`src/rtl/bcd_pkg.sv`:
```
// Shared keypad types: BCD digit, largest legal digit and the key-debounce FSM states.
package bcd_pkg;

    typedef logic [3:0] bcd_t;

    localparam bcd_t BCD_MAX = 4'd9;

    typedef enum logic [1:0] {
        IDLE,
        HELD,
        RELEASE
    } key_state_t;

endpackage

```
`src/rtl/bcd_digit_entry_if.sv`:
```
// Encoder-to-entry bus: key digit, valid level and commands in; live buffer, flags and committed value out.
interface bcd_digit_entry_if #(
    parameter int NDIG = 4
);
    import bcd_pkg::*;

    localparam int CNT_W = $clog2(NDIG + 1);

    bcd_t              bcd_in;
    logic              valid_in;
    logic              clear;
    logic              enter;
    logic [4*NDIG-1:0] digits_out;
    logic [CNT_W-1:0]  digit_count;
    logic              full;
    logic              overflow;
    logic [4*NDIG-1:0] value_out;
    logic              value_strobe;

    modport master (
        output bcd_in, valid_in, clear, enter,
        input  digits_out, digit_count, full, overflow, value_out, value_strobe
    );

    modport slave (
        input  bcd_in, valid_in, clear, enter,
        output digits_out, digit_count, full, overflow, value_out, value_strobe
    );

endinterface

```
`src/rtl/key_release_filter.sv`:
```
// Turns a bouncy valid level into one accept pulse per press, re-arming only after
// RELEASE_CYCLES consecutive low cycles.
module key_release_filter
    import bcd_pkg::*;
#(
    parameter int RELEASE_CYCLES = 16
) (
    input  logic clk,
    input  logic rst_n,
    input  logic valid_in,
    output logic accept_pulse
);

    localparam int RC_W = $clog2(RELEASE_CYCLES + 1);
    localparam logic [RC_W-1:0] RC_MAX = RC_W'(RELEASE_CYCLES);

    key_state_t      state;
    logic [RC_W-1:0] rel_cnt;

    // rel_cnt counts low cycles already seen; the first one is sampled in HELD.
    always_ff @(posedge clk or negedge rst_n) begin
        if (!rst_n) begin
            state   <= IDLE;
            rel_cnt <= '0;
        end else begin
            case (state)
                IDLE: begin
                    if (valid_in) state <= HELD;
                end
                HELD: begin
                    if (!valid_in) begin
                        state   <= RELEASE;
                        rel_cnt <= RC_W'(1);
                    end
                end
                RELEASE: begin
                    if (rel_cnt == RC_MAX) begin
                        state   <= IDLE;
                        rel_cnt <= '0;
                    end else if (valid_in) begin
                        state   <= HELD;
                        rel_cnt <= '0;
                    end else begin
                        rel_cnt <= rel_cnt + RC_W'(1);
                    end
                end
                default: begin
                    state   <= IDLE;
                    rel_cnt <= '0;
                end
            endcase
        end
    end

    // Decoded from state so the digit lands on the same edge that leaves IDLE.
    assign accept_pulse = (state == IDLE) && valid_in;

endmodule

```
`src/rtl/bcd_digit_entry.sv`:
```
// Multi-digit BCD entry buffer: shifts in accepted key digits, tracks count/overflow and
// commits the buffer to value_out on enter.
module bcd_digit_entry
    import bcd_pkg::*;
#(
    parameter int NDIG           = 4,
    parameter int RELEASE_CYCLES = 16
) (
    input  logic             clk,
    input  logic             rst_n,
    bcd_digit_entry_if.slave bus
);

    localparam int CNT_W = $clog2(NDIG + 1);
    localparam logic [CNT_W-1:0] CNT_MAX = CNT_W'(NDIG);

    logic              accept_pulse;
    logic [4*NDIG-1:0] digits_q;
    logic [CNT_W-1:0]  count_q;
    logic              overflow_q;
    logic [4*NDIG-1:0] value_q;
    logic              strobe_q;
    logic              full_w;
    logic              digit_ok;

    key_release_filter #(
        .RELEASE_CYCLES(RELEASE_CYCLES)
    ) u_filter (
        .clk         (clk),
        .rst_n       (rst_n),
        .valid_in    (bus.valid_in),
        .accept_pulse(accept_pulse)
    );

    assign full_w   = (count_q == CNT_MAX);
    assign digit_ok = accept_pulse && (bus.bcd_in <= BCD_MAX);

    // clear beats enter beats capture; a press lost to clear/enter is still consumed by the filter.
    always_ff @(posedge clk or negedge rst_n) begin
        if (!rst_n) begin
            digits_q   <= '0;
            count_q    <= '0;
            overflow_q <= 1'b0;
            value_q    <= '0;
            strobe_q   <= 1'b0;
        end else begin
            strobe_q <= 1'b0;
            if (bus.clear) begin
                digits_q   <= '0;
                count_q    <= '0;
                overflow_q <= 1'b0;
            end else if (bus.enter) begin
                value_q    <= digits_q;
                strobe_q   <= 1'b1;
                digits_q   <= '0;
                count_q    <= '0;
                overflow_q <= 1'b0;
            end else if (digit_ok) begin
                if (full_w) begin
                    overflow_q <= 1'b1;
                end else begin
                    digits_q <= {digits_q[4*NDIG-5:0], bus.bcd_in};
                    count_q  <= count_q + CNT_W'(1);
                end
            end
        end
    end

    assign bus.digits_out   = digits_q;
    assign bus.digit_count  = count_q;
    assign bus.full         = full_w;
    assign bus.overflow     = overflow_q;
    assign bus.value_out    = value_q;
    assign bus.value_strobe = strobe_q;

endmodule

```
`src/flat_wrapper.sv`:
```
// flat-port wrapper written by rule: the top's interface ports become plain ports
module bcd_digit_entry_flat import bcd_pkg::*;
#(
    parameter int NDIG           = 4,
    parameter int RELEASE_CYCLES = 16
)
  (clk, rst_n, bus_bcd_in, bus_valid_in, bus_clear, bus_enter, bus_digits_out, bus_digit_count, bus_full, bus_overflow, bus_value_out, bus_value_strobe);
  bcd_digit_entry_if #(.NDIG(NDIG)) bus_i ();
  input  logic clk;
  input  logic rst_n;
  input wire logic [$bits(bus_i.bcd_in)-1:0] bus_bcd_in;
  input wire logic [$bits(bus_i.valid_in)-1:0] bus_valid_in;
  input wire logic [$bits(bus_i.clear)-1:0] bus_clear;
  input wire logic [$bits(bus_i.enter)-1:0] bus_enter;
  output wire logic [$bits(bus_i.digits_out)-1:0] bus_digits_out;
  output wire logic [$bits(bus_i.digit_count)-1:0] bus_digit_count;
  output wire logic [$bits(bus_i.full)-1:0] bus_full;
  output wire logic [$bits(bus_i.overflow)-1:0] bus_overflow;
  output wire logic [$bits(bus_i.value_out)-1:0] bus_value_out;
  output wire logic [$bits(bus_i.value_strobe)-1:0] bus_value_strobe;
  assign bus_i.bcd_in = bus_bcd_in;
  assign bus_i.valid_in = bus_valid_in;
  assign bus_i.clear = bus_clear;
  assign bus_i.enter = bus_enter;
  assign bus_digits_out = bus_i.digits_out;
  assign bus_digit_count = bus_i.digit_count;
  assign bus_full = bus_i.full;
  assign bus_overflow = bus_i.overflow;
  assign bus_value_out = bus_i.value_out;
  assign bus_value_strobe = bus_i.value_strobe;
  bcd_digit_entry #(.NDIG(NDIG), .RELEASE_CYCLES(RELEASE_CYCLES)) u_core (.clk(clk), .rst_n(rst_n), .bus(bus_i));
endmodule
```
`config.mk`:
```
export PLATFORM = sky130hd
export DESIGN_NAME = bcd_digit_entry_flat
export DESIGN_NICKNAME = d
export VERILOG_FILES = /design/src/rtl/bcd_pkg.sv /design/src/rtl/bcd_digit_entry_if.sv /design/src/rtl/key_release_filter.sv /design/src/rtl/bcd_digit_entry.sv /design/src/flat_wrapper.sv
export SDC_FILE = /design/constraint.sdc
export NUM_CORES = 1
export LEC_CHECK = 0
export BUFFER_PORTS_ARGS = -buffer_cell sky130_fd_sc_hd__buf_4
export CAP_MARGIN = 15
export CORE_AREA = 2 2 72 74
export DETAILED_ROUTE_END_ITERATION = 8
export DIE_AREA = 0 0 74 76
export GPL_TIMING_DRIVEN = 0
export MAX_ROUTING_LAYER = met4
export PLACE_DENSITY = 0.76
export SLEW_MARGIN = 10
export SYNTH_ARGS = -nofsm -noshare
export SYNTH_HDL_FRONTEND = slang
export SYNTH_SLANG_ARGS = --single-unit
```
`constraint.sdc`:
```
create_clock -name clk -period 2.3 [get_ports clk]
set_clock_uncertainty 0.05 [all_clocks]
set_input_delay 0.46 -clock clk [delete_from_list [all_inputs] [get_ports clk]]
set_output_delay 0.46 -clock clk [all_outputs]
set_load 0.02 [all_outputs]
```
==> After elaboration in Yosys (flattened, before gate mapping) <==
Cells that the tools add are included.
{ "totals": {"elab_cells": 49, "mem_bits_ro": 0, "output_inout_bits": 38, "ramBits": 0, "mem_count": 0, "input_bits": 9, "regBits": 44, "latchBits": 0} }
{ "classes": {"div": 0, "order_cmp": 1, "n_bitwise": 2, "eq_ne": 6, "multipliers": 0, "mux": 22, "addsub": 2, "shifts": 0, "n_reduce_logical": 9} }
{ "op_table": {"columns": ["operator", "n"], "rows": [
  ["$mux W16", 4],
  ["$mux W5", 3],
  ["$pmux W5 S3", 1],
  ["$mux W3", 4],
  ["$reduce_and A2 Y1", 4],
  ["$mux W1", 6],
  ["$mux W2", 3],
  ["$pmux W2 S3", 1],
  ["$reduce_bool A3 Y1", 2],
  ["$add A5 B1 Y5 const B", 1],
  ["$eq A5 B5 Y1 const B", 1],
  ["$le A4 B4 Y1 const B", 1],
  ["$add A3 B1 Y3 const B", 1],
  ["$eq A3 B3 Y1 const B", 1],
  ["$ne A3 B3 Y1 const B", 1],
  ["$eq A2 B1 Y1 const B", 1],
  ["$eq A2 B2 Y1 const B", 1],
  ["$logic_and A1 B1 Y1", 2],
  ["$logic_not A2 Y1", 1],
  ["$ne A2 B2 Y1 const B", 1],
  ["$not A1 Y1", 2]
]} }

==> Logic depth before layout (Yosys ltp) <==
Gate-level depths: netlist of the first run.
{ "logic_depth": {"word_depth": 6, "ltp_mapped": 8, "depth_no_buf": 6} }

==> Hierarchy <==
A second synthesis of the first run with hierarchy kept.
{ "hier_totals": {"cells_unflattened": 173, "hier_area_um2": 2074.5} }
{ "by_module_without_submodules": {"columns": ["mod", "seq_area_each_um2", "cells_per_inst", "n_inst", "area_each_um2"], "rows": [
  ["bcd_digit_entry", 925.9, 120, 1, 1600.3],
  ["key_release_filter", 175.2, 53, 1, 474.2]
]} }

==> Worst setup path after synthesis of the first run <==
OpenSTA, ideal clock, no wires.
{ "synth_timing": {"path_type": "flip-flop to flip-flop", "from": "reg u_core.count_q[0], in the netlist u_core.bus.digit_count[0]", "to": "reg u_core.digits_q[10], in the netlist u_core.bus.digits_out[10]", "synth_period_minus_slack_ps": 1732, "arrival_ps": 1550, "path_stages_with_launch": 9, "t_required_ps": 2118, "n_path_buf": 2, "setup_ps": 132, "setup_slack_ps": 568, "path_cell_list": "dfrtp_1 inv_1 ha_1 and2_4 nand4b_4 buf_6 buf_12 mux2i_1 nor2_1"} }
{ "synth_via": {"elab_chain_len": 3} }
{ "synth_lines": {"columns": ["element", "line_no", "text"], "rows": [
  ["start: declaration", "bcd_digit_entry.sv:19", "logic [CNT_W-1:0] count_q;"],
  ["start signal: assignment", "bcd_digit_entry.sv:63", "count_q <= count_q + CNT_W'(1);"],
  ["$eq A3 B3 Y1", "bcd_digit_entry.sv:35", "assign full_w = (count_q == CNT_MAX);"],
  ["via bus_full", "flat_wrapper.sv:17", "output wire logic [$bits(bus_i.full)-1:0] bus_full;"],
  ["$ne A3 B3 Y1 (no line)", null, null],
  ["$reduce_and A2 Y1 (no line)", null, null],
  ["end signal: assignment", "bcd_digit_entry.sv:62", "digits_q <= {digits_q[4*NDIG-5:0], bus.bcd_in};"],
  ["end: declaration", "bcd_digit_entry.sv:18", "logic [4*NDIG-1:0] digits_q;"]
]} }
The timed path passes the listed nets, and every way through them passes these cells.
A chain may end at the register's enable or synchronous reset.

==> Final worst setup path of the first run <==
{ "layout_timing": {"from": "reg u_core.count_q[0], in the netlist u_core.bus.digit_count[0]", "to": "out bus_full"} }
{ "layout_via": {"elab_chain_len": 1} }
{ "layout_lines": {"columns": ["element", "line_no"], "rows": [
  ["$eq A3 B3 Y1", "bcd_digit_entry.sv:35"],
  ["end: declaration", "flat_wrapper.sv:17"]
]} }
Every way passes these cells.

==> results of run 1 <==
==> placed cells by master, fill, tap and decap left out, types with 2 or more instances in the layout <==
cell                       synthesis  final
sky130_fd_sc_hd__o21ai_0           4      4
sky130_fd_sc_hd__dfrtp_1          44     44
sky130_fd_sc_hd__nand2_1           5      5
sky130_fd_sc_hd__clkbuf_1          2      3
sky130_fd_sc_hd__inv_1             9      9
sky130_fd_sc_hd__ha_1              8      8
sky130_fd_sc_hd__buf_4             0     45
sky130_fd_sc_hd__mux2i_1          17     17
sky130_fd_sc_hd__nand3_1           2      2
sky130_fd_sc_hd__clkbuf_8          0      5
sky130_fd_sc_hd__mux2_2           16     16
sky130_fd_sc_hd__a21oi_1           7      7
sky130_fd_sc_hd__buf_2             3      3
sky130_fd_sc_hd__a21o_1            3      3
sky130_fd_sc_hd__nor3_1            5      5
sky130_fd_sc_hd__nor2_1           19     19
==> per-layer routing <==
layer | vias up | routed length [um] | GRT usage (%)
li1 | 666 | - | -
met1 | 669 | 1770 | 18.7
met2 | 32 | 1740 | 21.3
met3 | 7 | 133 | 3.57
met4 | 0 | 56 | 4.91
met5 | - | 0 | -
==> cells by family after synthesis <==
| group | after synthesis |
|---|---|
| flip-flops | 44 |
| AND/OR/NAND/NOR | 42 |
| multiplexers | 33 |
| AO/OA/AOI/OAI | 18 |
| buffers and inverters | 16 |
| adder cells (fa/ha/maj) | 8 |
| XOR/XNOR | 1 |
==> power by group through the flow <==
stage               sequential, mW  combinational [mW]  clock (mW)
floorplan                    0.861               0.301           0
global placement             0.854               0.404           0
detailed placement           0.857               0.410           0
CTS                          0.841               0.415       0.588
global route                 0.846               0.459       0.622
finish                       0.841               0.411       0.573
==> worst paths after layout <==
kind | from | to | slack, ns | depth (start not counted)
setup reg to reg | u_core.bus.digit_count[0]$_DFFE_PN0P_ | u_core.bus.digits_out[10]$_DFFE_PN0P_ | 0.58 | 8
setup / recovery | u_core.bus.digit_count[0]$_DFFE_PN0P_ | bus_full | 0.54 | 4
hold / removal | rst_n | u_core.bus.value_out[10]$_DFFE_PN0P_ | 0.1 | 1
hold reg to reg | u_core.bus.value_out[11]$_DFFE_PN0P_ | u_core.bus.value_out[11]$_DFFE_PN0P_ | 0.46 | 1
min in group clk | bus_bcd_in[0] | u_core.bus.digits_out[0]$_DFFE_PN0P_ | 0.37 | 3
max in group asynchronous | rst_n | u_core.bus.overflow$_DFFE_PN0P_ | 1.72 | 1
==> sequential cells by signal, indices dropped and copies added (netlist names) <==
signal                   count
u_core.bus.digit_count       3
u_core.bus.digits_out       16
u_core.bus.overflow          1
u_core.bus.value_out        16
u_core.bus.value_strobe      1
u_core.u_filter.rel_cnt      5
u_core.u_filter.state        2
==> per-stage QoR <==
step	power, mW	hold slack, ns	instances	setup WS [ns]	area (sq um)
after global routing	1.93	0.140	285	0.441	2520
final	1.83	0.0950	285	0.538	2520
after CTS	1.84	0.113	285	0.514	2520
after global placement	1.26	0.434	277	0.609	2410
after detailed placement	1.27	0.435	277	0.598	2410
after floorplan	1.16	0.114	162	0.568	1990
==> final cells by class <==
| type | count | share of cell area, % |
|---|---|---|
| Buffer | 7 | 2.13 |
| Sequential cell | 44 | 43.7 |
| Tap cell | 70 | 3.47 |
| Multi-Input combinational cell | 102 | 31.7 |
| Clock inverter | 2 | 1.39 |
| Clock buffer | 6 | 2.88 |
| Inverter | 9 | 1.34 |
| Timing Repair Buffer | 45 | 13.4 |
==> impl_summary.md, run 1 <==
Status
The run finished with clean final reports.

Floorplanning
The vertical extent of the die is 76 um. After floorplanning, the core was divided into 26 placement rows. The floorplan die area is 0.00562 sq mm. The effective utilization at floorplan is 40.5%. The floorplan core area is 0.00491 sq mm. 47 I/O pins were placed.

Measured along the x axis, the die boundary spans 74 um.

Pwr
The fraction of power spent switching nets is 28.5%. The internal power component is 1.31 mW. The worst ir drop on vdd is 445 uV. In this run, flip-flops and latches consume 46.1% of the power. The clock network is responsible for 31.4% of the overall power. The portion of total power attributed to combinational logic is 22.5%. The power density normalized to cell area is 724 mW/mm^2. The switching power of the nets is 0.520 mW.

The leakage power of the design is 1.37 nW.

Worst hold path
The type of the worst min-delay path is primary input to asynchronous set/reset pin.

Worst setup path
The signal on the critical path passes through inv_1, ha_1, and2_4, buf_4. The delay of the slowest cell on the worst path is 0.38 ns. For the worst setup path, the data required time is 1.79 ns. The critical path launch point type is a register. The critical-path maximum fanout is 3. The largest individual stage delay along the critical path comes from the cell sky130_fd_sc_hd__dfrtp_1. The capturing element type of the critical path is a primary output. By startpoint and endpoint, the worst setup path is classified as register to primary output.

Counting both buffers and inverters, the worst setup path holds a total of 2. The cell family contributing the most delay on the critical path is flip-flops. For the worst setup path, the data arrival time is 1.25 ns.

GRT
Global routing used 14.2% of the available tracks across all layers. The number of global-route vias before repair is 1271. The global-route wire length before repair is 6.05 mm.

The leftover overflow at the end of global routing is 0. The pin count of the biggest net entering global routing is 45. The initial antenna violation count is 0.

Clock network
The root buffer selected by CTS is sky130_fd_sc_hd__clkbuf_8. The H-tree depth is 2. The number of buffers added for setup after CTS is 0. The TritonCTS buffer count is 5. The cts-stage hold buffer count is 0. The post-cts repair resize count is 0. The clock passes through at most 2 buffers. The later pin in the worst-skew pair is clocked with a latency of 0.29 ns. The clock-pin transition on the worst setup and hold timing paths is 0.08 ns. The total number of clock tree sinks is 44. TritonCTS built the clock tree.

Cells and area
The final layout contains 231 nets. The number of filler instances in the final layout is 449. The area of the multi-input gates is 800 sq um. The repair_antennas step left the layout with diodes totalling 0. The synthesis-to-finish area growth is 26.8%.

The sequential cells in the finished layout cover a total of 0.00110 sq mm. The share of post-route cells with drive strength above 1 is 35.8%. Cells fill 51.3% of the core in the end.

Synthesis
In the synthesized netlist, the number of instances is 162. The main combinational cell family by area after synthesis is multiplexers. The most common flop cell mapped by yosys is sky130_fd_sc_hd__dfrtp_1. After Yosys synthesis, full adders, half adders and majority gates account for 5.03% of the synthesized area. The synthesized design contains 44 register bits. The synthesized netlist devotes 5.66% of its cell area to compound gates.

Summing the areas of all xor and xnor instances in the mapped netlist gives 0.441% of the synthesized area. The share of synthesized area in the top cell type comes to 55.4%. After synthesis, flip-flops and latches occupy 55.4% of the total area.

The synthesized cell area is 0.00199 sq mm. After synthesis, the share of flip-flops with an asynchronous set or reset is 100%. The simple-gate share of the synthesized area is 11.5%. The synthesized design contains 0 enable-type register cells. The average instance in the mapped netlist occupies 12.3 sq um.

The most repeated cell in the gate-level netlist after synthesis is sky130_fd_sc_hd__dfrtp_1. By area the synthesized netlist is led by sky130_fd_sc_hd__dfrtp_1, sky130_fd_sc_hd__mux2_2, sky130_fd_sc_hd__mux2i_1, sky130_fd_sc_hd__ha_1, sky130_fd_sc_hd__nor2_1. In the synthesized netlist, the cells that appear most often are sky130_fd_sc_hd__dfrtp_1, sky130_fd_sc_hd__nor2_1, sky130_fd_sc_hd__mux2i_1. The share of synthesized area spent on multiplexers is 17.6%. The Yosys step of the flow raised 0 warnings. The net count after synthesis is 179. The biggest area consumer among synthesized cells is sky130_fd_sc_hd__dfrtp_1. Synthesis instantiated 32 different standard cells from the library.

Run
The number of max-capacitance violations reported is 0.

Timing
The fmax is 567 MHz. The number of hold violations in the final report is 0. The count of final setup violators is 0. The count of pins over their slew limit came to 0.

Measured against its own limit, the worst slew margin works out to 63.5%. The sum of negative setup slack is 0 ns. The final critical path takes up 76.6% of the cycle. Setup repair after global routing left no endpoint under its margin. The slew at the pin with the worst max-slew slack is 0.548 ns. The clock period minus worst slack is 1.76 ns.

Place
The half-perimeter wire length after placement is 2.63 mm. The number of I/O port buffers is 45. The weighted congestion at the end of routability-driven global placement is 0.757.

Drt
The first TritonRoute pass finished after 4 iterations. In the routed layout, each cell is associated on average with a via count of 4.82. The number of DRC markers after the initial detailed-route iteration is 41. The detailed-route wire length is 3.70 mm. The routed layout has 1374 vias. The post-route DRC violation count is 0. After detailed routing, the average wire length per cell comes to 13.0 um. The detail route stage leaves a number of antenna-violating nets equal to 0.
(Power assumes the default switching activity.)
==> run 2, diff against run 1 <==
Settings changed: ABC_AREA from default to 1, CORE_AREA 2 2 72 74 to 2 2 73 75, DIE_AREA 0 0 74 76 to 0 0 75 77.
Clock period 2.3 ns to 1.7 ns, I/O delays scaled along.
==> run 2 against run 1 <==
Net effect: combinational power up 44%; die area up 2.7%; first-iteration DRC count rose to 3.0 times the previous value; final area up 7.2%.
==> impl_summary.md, run 2 <==
Floorplanning
The floorplan row count came to 26 (unchanged). The floorplan core area is 0.00498 sq mm (+1.3%). The number of top-level pins is 47 (unchanged). The effective utilization at floorplan is 41.1% (+0.60 points). The vertical extent of the die came to 77 um (+1.3%). The die boundary width came to 75 um (+1.4%). The floorplan die area is 0.00578 sq mm (+2.7%).

Cells and area
The most frequent standard cell in the layout excluding fill and tap cells is sky130_fd_sc_hd__nand2_1. The synthesis-to-finish area growth is 32.3%. The library cells used most frequently in the layout, excluding fill and tap cells, are sky130_fd_sc_hd__nand2_1, sky130_fd_sc_hd__buf_4, sky130_fd_sc_hd__dfrtp_1, sky130_fd_sc_hd__nand3_1, sky130_fd_sc_hd__inv_1. The non-filler instance count after layout is 377 (+32%). The final design utilization was 54.3% (+3.0 points). The share of post-route cells with drive strength above 1 is 25.4% (-10 points). The number of antenna cells inserted is 0 (unchanged).

The final layout net count was 323 (+40%).

GRT
The met2 track demand over resource is 25.4% (+4.2 points). The initial antenna violation count is 0 (unchanged). The leftover overflow at the end of global routing is 0 (unchanged). The layer flagged by global routing as most heavily used is met2. The met3 usage is 3.42% (-0.15 points). The total global-route track usage is 16.8% (+2.6 points).

The global-route wire length before repair came to 7.43 mm (+23%). The pin count of the biggest net entering global routing is 45 (unchanged). The fraction of met1 tracks used by global routing was 22.6% (+3.9 points). The number of global-route vias before repair was 1619 (+27%).

Synthesis
The share of synthesized flip-flops with an asynchronous set or reset is 100% (unchanged). Yosys attributes the largest share of cell area to sky130_fd_sc_hd__dfrtp_1, sky130_fd_sc_hd__nand2_1, sky130_fd_sc_hd__nand3_1, sky130_fd_sc_hd__ha_1, sky130_fd_sc_hd__inv_1. The proportion of netlist area held by the largest area contributor is 53.9% (-1.5 points). The register bit count reported by yosys is 44 (unchanged).

The most common flop cell mapped by yosys is sky130_fd_sc_hd__dfrtp_1. Ranked by instance count, the synthesized netlist is headed by sky130_fd_sc_hd__nand2_1, sky130_fd_sc_hd__dfrtp_1, sky130_fd_sc_hd__nand3_1. The count of cell types in the netlist was 20 (-38%).

The net count after synthesis is 262 (+46%). The synthesized cell area is 0.00204 sq mm (+2.8%). The sequential share of the synthesized area is 53.9% (-1.5 points).

The per-instance average area after synthesis was 8.34 sq um (-32%). The number of enable-type register cells in the synthesized netlist is 0 (unchanged). The synthesized netlist cell count is 245 (+51%). The biggest area consumer among synthesized cells is sky130_fd_sc_hd__dfrtp_1. The most repeated cell in the gate-level netlist after synthesis is sky130_fd_sc_hd__nand2_1. The number of warnings printed during yosys synthesis is 0 (unchanged).

Pwr
The share of power burned in the clock network came to 39.0% (+7.6 points). The power share of the sequential group is 40.0% (-6.1 points). The power density normalized to cell area came to 1040 mW/mm^2 (+44%). The leakage power of the design is 1.58 nW (+15%).

The switching power of the nets came to 0.788 mW (+52%). The internal power component is 2.03 mW (+56%). The portion of total power attributed to combinational logic is 21.0% (-1.5 points). The worst ir drop on vdd is 765 uV (+72%). The fraction of power spent switching nets came to 27.9% (-0.54 points).

Timing
The slew at the pin with the worst max-slew slack is 0.550 ns (+0.00219 ns). Timing would allow up to 612 MHz. The number of hold violations in the final report is 0 (unchanged). The least setup slack across all paths after layout is 0.0658 ns (-0.472 ns). Setup repair after global routing left no endpoint under its margin. The sum of negative setup slack came to 0 ns (unchanged). The worst hold slack across all endpoints is 0.201 ns (+0.106 ns). The tightest slew margin relative to the limit is 63.3% (-0.15 points). The count of final setup violators is 0 (unchanged).

The share of the clock period used by the worst path after layout is 96.1%. The count of pins over their slew limit was 0 (unchanged). The smallest clock period supported by the final layout is computed as 1.63 ns.

Clock network
The total number of clock tree sinks came to 44 (unchanged). The H-tree depth is 2 (unchanged). TritonCTS built the clock tree. The TritonCTS buffer count came to 5 (unchanged). The clock insertion delay at the later pin of the skew report is 0.29 ns (about the same). The clock-pin transition on the worst setup and hold timing paths was 0.08 ns (about the same). The tree is rooted in a sky130_fd_sc_hd__clkbuf_8. The buffer levels on the longest clock path is 2 (unchanged).

Drt
The post-route DRC violation count is 0 (unchanged). The number of DRC markers after the initial detailed-route iteration is 125 (+200%). The wire length per cell is 12.0 um (-7.9%). The detailed-route wire length was 4.51 mm (+22%).

The number of vias per cell is 4.65 (-3.6%). The remaining antenna violation count is 0 (unchanged). The total iterations of the first detailed-routing run is 4 (unchanged). The via count is 1753 (+28%).

Place
The worst slack at placement is 0.136 ns (-0.463 ns). The number of I/O port buffers is 46 (+2.2%). The weighted congestion at the end of routability-driven global placement came to 0.833 (+10%).

The instance count after placement with tap cells included came to 361 (+30%). The half-perimeter wire length after placement came to 2.99 mm (+14%).

Worst hold path
Counting instances, the worst hold path has a depth of 3. The path with the worst hold slack has its endpoint at u_core.bus.digits_out[3]$_DFFE_PN0P_. In this run the most critical hold path is launched from bus_bcd_in[3].

The type of the worst min-delay path is primary input to register.

Worst setup path
The worst-case reg-to-reg path depth was 9 (+1). The worst setup path is of the register to primary output kind. The critical-path maximum fanout was 2 (-1). STA classifies the critical path startpoint as a register. The origin of the worst setup path is u_core.bus.digit_count[0]$_DFFE_PN0P_. The data arrival time of the critical path is 1.24 ns (about the same). The critical path data required time came to 1.31 ns (-0.48 ns).

The reg2reg setup slack is 0.15 ns (-0.43 ns). The worst reg2reg path startpoint is u_core.u_filter.state[0]$_DFFE_PN0N_. The capturing element type of the critical path is a primary output.

The worst register-to-register path ends at u_core.bus.digits_out[14]$_DFFE_PN0P_.

Run
The number of max-capacitance violations reported was 0 (unchanged).

Status
The flow ran to the end, and the final reports show no timing, DRC or antenna violations.
==> run 2: changes by cell type after synthesis, sizes merged, moves of 2 or more <==
cell / change
o21ai: -4
a21o: -3
nand3: +29
and2: -2
xor2: +2
nor2: -6
inv: +14
nor3: -5
nand2: +106
mux2i: -17
a21oi: -6
mux2: -16
==> run 2: layout make-up <==
| cell class | instances | area (sq um) |
|---|---|---|
| Buffer | 7 | 40.0 |
| Fill cell | 459 | 2270 |
| Timing Repair Buffer | 54 | 408 |
| Sequential cell | 44 | 1100 |
| Clock buffer | 5 | 68.8 |
| Tap cell | 70 | 87.6 |
| Clock inverter | 3 | 90.1 |
| Multi-Input combinational cell | 171 | 822 |
| Inverter | 23 | 86.3 |
==> run 2: stage by stage <==
stage	total power, mW	cell area, sq um
CTS	2.79	2650
finish	2.82	2700
global placement	1.68	2480
floorplan	1.54	2040
detailed placement	1.70	2480
global route	2.96	2700
==> run 2: worst max path at each step <==
stage | slack (ns) | to | cells past startpoint
floorplan | 0.26 | u_core.bus.digits_out[10]$_DFFE_PN0P_ | 8
global placement | 0.15 | u_core.bus.digits_out[10]$_DFFE_PN0P_ | 9
detailed placement | 0.14 | u_core.bus.digits_out[12]$_DFFE_PN0P_ | 9
CTS | 0.03 | bus_full | 5
global route | 0.002 | bus_full | 5
finish | 0.07 | bus_full | 5
==> run 2: timing repair <==
| item | in CTS | in global routing |
|---|---|---|
| setup buffers | 1 | 6 |
| gates resized for setup | 0 | 3 |
| hold buffers | 1 | 0 |
| endpoints found under the setup margin | 1 | 13 |
| pin swaps | 0 | 1 |
| hold endpoints to repair | 24 | 0 |
==> run 2: worst max-delay path, stage by stage, from the launching register on <==
cell and delay [ns]:
sky130_fd_sc_hd__dfrtp_1 0.37, sky130_fd_sc_hd__inv_1 0.06, sky130_fd_sc_hd__ha_1 0.19, sky130_fd_sc_hd__nand2_1 0.13
sky130_fd_sc_hd__inv_2 0.06, sky130_fd_sc_hd__buf_4 0.15
==> run 2: power by group through the flow <==
stage	combinational, mW	clock, mW	sequential (mW)
6_report	0.593	1.10	1.13
5_1_grt	0.676	1.15	1.14
4_1_cts	0.556	1.10	1.13
3_5_place_dp	0.542	0	1.15
3_3_place_gp	0.528	0	1.15
2_1_floorplan	0.379	0	1.16
==> run 2: logic make-up after synthesis <==
group           Yosys count  synth area share (%)
xor+xnor                  3                  1.29
buf+inv                  30                  6.18
compound gates            4                  1.35
fa+ha+maj                 8                  4.90
flops                    44                  53.9
simple gates            156                  32.4
==> run 2: routing by layer <==
layer | up-vias | share of wire (%) | routed length [um]
met1 | 820 | 46 | 2080
met5 | - | 0 | 0
li1 | 881 | - | -
met4 | 0 | 1.6 | 70
met3 | 7 | 5.3 | 240
met2 | 45 | 47 | 2130
